## src/rtl/if_stage_ctrl.sv

```systemverilog
// Fetch-side pipeline controller: owns the PC and the IF/ID register, and resolves
// reset > flush > stall > fetch-wait > advance into PC, IF/ID, bubble and counter updates.
module if_stage_ctrl #(
  parameter logic [31:0] RESET_PC  = 32'h0000_0000,
  parameter logic [31:0] NOP_INSTR = 32'h0000_0013,
  parameter int unsigned CNT_W     = 16
) (
  input  logic             clk,
  input  logic             rst,
  input  logic             stall_signal,
  input  logic             EX_branch_taken,
  input  logic [31:0]      EX_branch_target,
  input  logic             imem_ready,
  input  logic [31:0]      imem_instr,
  output logic [31:0]      IF_pc,
  output logic [31:0]      ID_pc,
  output logic [31:0]      ID_instr,
  output logic             ID_valid,
  output logic             IDEX_bubble,
  output logic             IFID_flush_o,
  output logic [CNT_W-1:0] stall_cnt,
  output logic [CNT_W-1:0] flush_cnt
);

  typedef enum logic [2:0] {
    ACT_RESET,
    ACT_FLUSH,
    ACT_STALL,
    ACT_WAIT,
    ACT_ADV
  } act_t;

  // Fetch addresses are word aligned; the low two bits are never driven to memory.
  function automatic logic [31:0] align_pc(input logic [31:0] addr);
    return addr & 32'hFFFF_FFFC;
  endfunction

  function automatic logic [CNT_W-1:0] sat_inc(input logic [CNT_W-1:0] cnt);
    return (&cnt) ? cnt : cnt + CNT_W'(1);
  endfunction

  logic [31:0]      r_if_pc_p0;
  logic [31:0]      r_id_pc_p1;
  logic [31:0]      r_id_instr_p1;
  logic             r_vld_p1;
  logic [CNT_W-1:0] r_stall_cnt;
  logic [CNT_W-1:0] r_flush_cnt;

  act_t             w_act;
  logic [31:0]      w_if_pc_nxt;
  logic [31:0]      w_id_pc_nxt;
  logic [31:0]      w_id_instr_nxt;
  logic             w_vld_nxt;
  logic [CNT_W-1:0] w_stall_cnt_nxt;
  logic [CNT_W-1:0] w_flush_cnt_nxt;
  logic             w_bubble;
  logic             w_flush;

  // Single priority decode; every downstream update keys off this one action.
  always_comb begin
    w_act = ACT_ADV;
    if (rst) begin
      w_act = ACT_RESET;
    end else if (EX_branch_taken) begin
      w_act = ACT_FLUSH;
    end else if (stall_signal) begin
      w_act = ACT_STALL;
    end else if (!imem_ready) begin
      w_act = ACT_WAIT;
    end
  end

  assign w_flush  = (w_act == ACT_FLUSH);
  assign w_bubble = (w_act == ACT_FLUSH) || (w_act == ACT_STALL);

  always_comb begin
    w_if_pc_nxt     = r_if_pc_p0;
    w_id_pc_nxt     = r_id_pc_p1;
    w_id_instr_nxt  = r_id_instr_p1;
    w_vld_nxt       = r_vld_p1;
    w_stall_cnt_nxt = r_stall_cnt;
    w_flush_cnt_nxt = r_flush_cnt;
    case (w_act)
      ACT_RESET: begin
        w_if_pc_nxt     = align_pc(RESET_PC);
        w_id_pc_nxt     = 32'h0;
        w_id_instr_nxt  = NOP_INSTR;
        w_vld_nxt       = 1'b0;
        w_stall_cnt_nxt = '0;
        w_flush_cnt_nxt = '0;
      end
      ACT_FLUSH: begin
        w_if_pc_nxt     = align_pc(EX_branch_target);
        w_id_pc_nxt     = 32'h0;
        w_id_instr_nxt  = NOP_INSTR;
        w_vld_nxt       = 1'b0;
        w_flush_cnt_nxt = sat_inc(r_flush_cnt);
      end
      ACT_STALL: begin
        // PC and IF/ID hold so the same address is refetched next cycle.
        w_stall_cnt_nxt = sat_inc(r_stall_cnt);
      end
      ACT_WAIT: begin
        // ID_pc is left untouched; only the instruction slot is invalidated.
        w_id_instr_nxt  = NOP_INSTR;
        w_vld_nxt       = 1'b0;
      end
      ACT_ADV: begin
        w_if_pc_nxt     = r_if_pc_p0 + 32'd4;
        w_id_pc_nxt     = r_if_pc_p0;
        w_id_instr_nxt  = imem_instr;
        w_vld_nxt       = 1'b1;
      end
      default: begin
        w_if_pc_nxt     = r_if_pc_p0;
      end
    endcase
  end

  // IF -> ID boundary: PC register feeds the IF/ID register on the same edge.
  always_ff @(posedge clk) begin
    if (rst) begin
      r_if_pc_p0    <= align_pc(RESET_PC);
      r_id_pc_p1    <= 32'h0;
      r_id_instr_p1 <= NOP_INSTR;
      r_vld_p1      <= 1'b0;
      r_stall_cnt   <= '0;
      r_flush_cnt   <= '0;
    end else begin
      r_if_pc_p0    <= w_if_pc_nxt;
      r_id_pc_p1    <= w_id_pc_nxt;
      r_id_instr_p1 <= w_id_instr_nxt;
      r_vld_p1      <= w_vld_nxt;
      r_stall_cnt   <= w_stall_cnt_nxt;
      r_flush_cnt   <= w_flush_cnt_nxt;
    end
  end

  assign IF_pc        = r_if_pc_p0;
  assign ID_pc        = r_id_pc_p1;
  assign ID_instr     = r_id_instr_p1;
  assign ID_valid     = r_vld_p1;
  assign IDEX_bubble  = w_bubble;
  assign IFID_flush_o = w_flush;
  assign stall_cnt    = r_stall_cnt;
  assign flush_cnt    = r_flush_cnt;

endmodule

```

## config.mk

```make
export PLATFORM = sky130hd
export DESIGN_NAME = if_stage_ctrl
export DESIGN_NICKNAME = d
export VERILOG_FILES = /design/src/rtl/if_stage_ctrl.sv
export SDC_FILE = /design/constraint.sdc
export NUM_CORES = 1
export LEC_CHECK = 0
export ABC_CLOCK_PERIOD_IN_PS = 5790
export CORE_AREA = 4 4 154 82
export CTS_BUF_LIST = sky130_fd_sc_hd__clkbuf_16
export CTS_CLUSTER_SIZE = 12
export DETAILED_ROUTE_END_ITERATION = 16
export DIE_AREA = 0 0 158 86
export GPL_TIMING_DRIVEN = 0
export MAX_ROUTING_LAYER = met4
export PLACE_DENSITY_LB_ADDON = 0.15
export SLEW_MARGIN = 20
export SYNTH_ARGS = -nofsm -noshare
export SYNTH_HDL_FRONTEND = slang
export SYNTH_SLANG_ARGS = --single-unit
```

## constraint.sdc

```tcl
create_clock -name clk -period 5.79 [get_ports clk]
set_input_delay 0.8685 -clock clk [delete_from_list [all_inputs] [get_ports clk]]
set_output_delay 0.8685 -clock clk [all_outputs]
set_load 0.01 [all_outputs]
```

==> flow_metrics.tcl <==
set metrics [dict create \
    die_width_um 158 \
    synth.cell_area_mm2 0.005276 \
    powerDensity_mw_per_mm2 271.0 \
    grtUsageTotal_pct 26.77 \
    r2r_slack_ps 3160 \
    cp-start-kind "primary input" \
    post-route-min-period_ps 3768 \
    crit_arrival_ps 2900 \
    slew_headroom_pct 43.28 \
    drt.antenna.violating_nets 0 \
    path_max_fanout 10 \
    numCtsBuffers 17 \
    antennaDiodeCount 0 \
    synth_area_leader_cell "dfxtp_1" \
    required_ps 4920 \
    fin_crit_sh_pct 65.08 \
    layout-drive-gt1-share_pct 5.107 \
    syn_inst 614 \
    grt_max_degree 17 \
    max_freq_mhz 265.4 \
    status "finished, final reports clean" \
    slew_violations 0 \
    synth_flop_cell "dfxtp_1" \
    grt_pass1_wl_um 27810 \
    seqPwrFrac_pct 42.0 \
    rsz0062_at_grt "no" \
    crit_type "in2out" \
    gp_congestion 0.8957 \
    avgSynthCellArea_um2 8.593 \
    io_pins 200 \
    clk_pin_slew_ps 50 \
    ir_drop_mv 0.2122 \
    synth_edf_count 0 \
    ys_seq_area_share_pct 47.43 \
    core_mm2 0.01139 \
    crit_path_end_kind "output pin" \
    setup_viol 0 \
    syn_to_final_growth_pct 51.43 \
    cts_buffer_depth 2 \
    worst_pin_slew_ps 844.3 \
    hold_violations 0 \
    dr.pass1.iters 5 \
    total_power_mw 2.165 \
    fp.dieArea_mm2 0.01359 \
    combPwrFrac_pct 9.2 \
    holdBufCountCts 0 \
    yosys_warnings 0 \
    fin_nets 901 \
    switching_share_pct 23.59 \
    hold_path_class "reg2reg" \
    cts_root_buf "clkbuf_16" \
    num_rows 28 \
    synthTopCellsByArea "dfxtp_1 47%, nand2_1 6.9%, a21oi_1 4.8%" \
    synth_seq_cells 125 \
    intPower_mw 1.655 \
    fin_tns_setup_ps 0 \
    fin_skew_ps 12.75 \
    cts_tree "done" \
    wl_um 17640 \
    viasPerCell 5.527 \
    cts.sinks 125 \
    ys_types 54 \
    die_y_um 86 \
    power.switching_mw 0.5107 \
    htreeDepth 4 \
    drc_errors 0 \
    routedWlPerCell_um 17.79 \
    start_util_pct 46.34 \
    first_global_vias 5292 \
    overflow 0 \
    cap_violations 0 \
    clk_latency_ps 420 \
    vias 5483 \
    synth_top_area_share_pct 47.43 \
    drtIter0Drc 511 \
    pwr-share-clk_pct 48.8 \
    postSynth.asyncResetShare_pct 0 \
    ctsResizeCount 0 \
    antenna_found_initial 0 \
    dp_hpwl_um 13310 \
    io_buffers 193 \
    postCtsSetupBuffers 0 \
    leakagePower_nw 2.789 \
]
[cell usage in the layout (no fill, tap or decap), types with 5 or more instances in the layout]
| cell type | netlist | layout |
|---|---|---|
| a211oi_1 | 14 | 14 |
| a21oi_1 | 51 | 51 |
| a22o_1 | 29 | 29 |
| a31oi_1 | 6 | 6 |
| and3_1 | 9 | 9 |
| buf_1 | 5 | 5 |
| clkbuf_1 | 27 | 27 |
| clkbuf_16 | 0 | 17 |
| clkdlybuf4s50_1 | 0 | 193 |
| dfxtp_1 | 125 | 125 |
| inv_1 | 9 | 12 |
| nand2_1 | 97 | 97 |
| nand3_1 | 19 | 19 |
| nand4_1 | 22 | 22 |
| nor2_1 | 56 | 56 |
| nor3_1 | 20 | 20 |
| nor4_1 | 9 | 9 |
| o21ai_0 | 17 | 17 |
| xnor2_1 | 17 | 17 |
| xor2_1 | 26 | 26 |
[power by group through the flow]
stage	Combinational (mW)	Sequential, mW	Clock [mW]
2_1_floorplan	0.0698	0.930	0
3_3_place_gp	0.193	0.926	0
3_5_place_dp	0.196	0.927	0
4_1_cts	0.198	0.909	1.06
5_1_grt	0.215	0.912	1.10
6_report	0.199	0.910	1.06
[critical path: stages]
cell,delay [ps]
clkdlybuf4s50_1,540
clkbuf_1,460
nand2b_1,280
inv_1,200
clkdlybuf4s50_1,530
[layer usage]
layer  share of wire, %  GRT usage, %  vias up  wire length, um
li1                   -             -     2603                -
met1                 47         38.18     2592             8311
met2                 41         37.01      271             7302
met3                 11         8.921       17             1870
met4               0.90         5.186        0              159
met5                  0             -        -                0
[flip-flops by register name, summed over array words and instances, names as in the netlist]
name,cells
ID_instr,32
ID_valid,1
IF_pc,30
flush_cnt,16
ID_pc,30
stall_cnt,16
[cell usage after synthesis, types with 2 or more instances]
master and number:
a22o_1 29, buf_4 4, inv_1 9, nand4_1 22, nand2_1 97, a31oi_1 6, nor3_1 20, xnor2_1 17
nand2b_1 2, a211oi_1 14, a21oi_1 51, o21ai_0 17, o22a_1 3, nor4_1 9, xor2_1 26, and3_1 9
mux2i_1 3, ha_1 3, clkbuf_1 27, clkbuf_2 2, a311oi_1 2, nand3_1 19, buf_1 5, and4_1 4
nor2_1 56, o21a_1 2, nand3b_1 2, and2_1 3, dfxtp_1 125, or3_1 2
[cell type report]
class                   count  area, um2
clock buffers              17      425.4
plain buffers              39      165.2
inverters                  10      37.54
clock inverters            15      157.7
fillers                   878       3396
well taps                 150      187.7
multi-input cells         443       2582
repair buffers            193       1932
flip-flops and latches    125       2502
[worst paths after layout]
path                            startpoint            to  cells past startpoint
worst max-delay path                   rst  IFID_flush_o                      5
worst min-delay path              ID_valid      ID_valid                      2
worst max register to register    IF_pc[2]     IF_pc[20]                      6
worst min register to register    ID_valid      ID_valid                      2
[cells by family after synthesis]
group / Yosys count / synth area share [%]
DFF: 125 / 47.43
AOI/OAI and AO/OA: 135 / 17.17
other: 1 / 0.07107
buffers and inverters: 49 / 3.842
xor gates and xnor gates: 43 / 7.138
and+or+nand+nor: 255 / 23.07
muxes: 3 / 0.5691
adders and majority gates: 3 / 0.7115
[per-stage QoR]
stage	setup slack [ps]	utilization (%)	area (um2)	cells	hold slack, ps
2_1_floorplan	3435	-	5288	617	466.6
3_3_place_gp	2085	65.05	7407	960	437.0
3_5_place_dp	2045	65.05	7407	960	435.8
4_1_cts	2038	70.18	7990	992	444.2
5_1_grt	1918	70.18	7990	992	477.0
6_report	2022	70.18	7990	992	442.5
(Power assumes the default switching activity.)
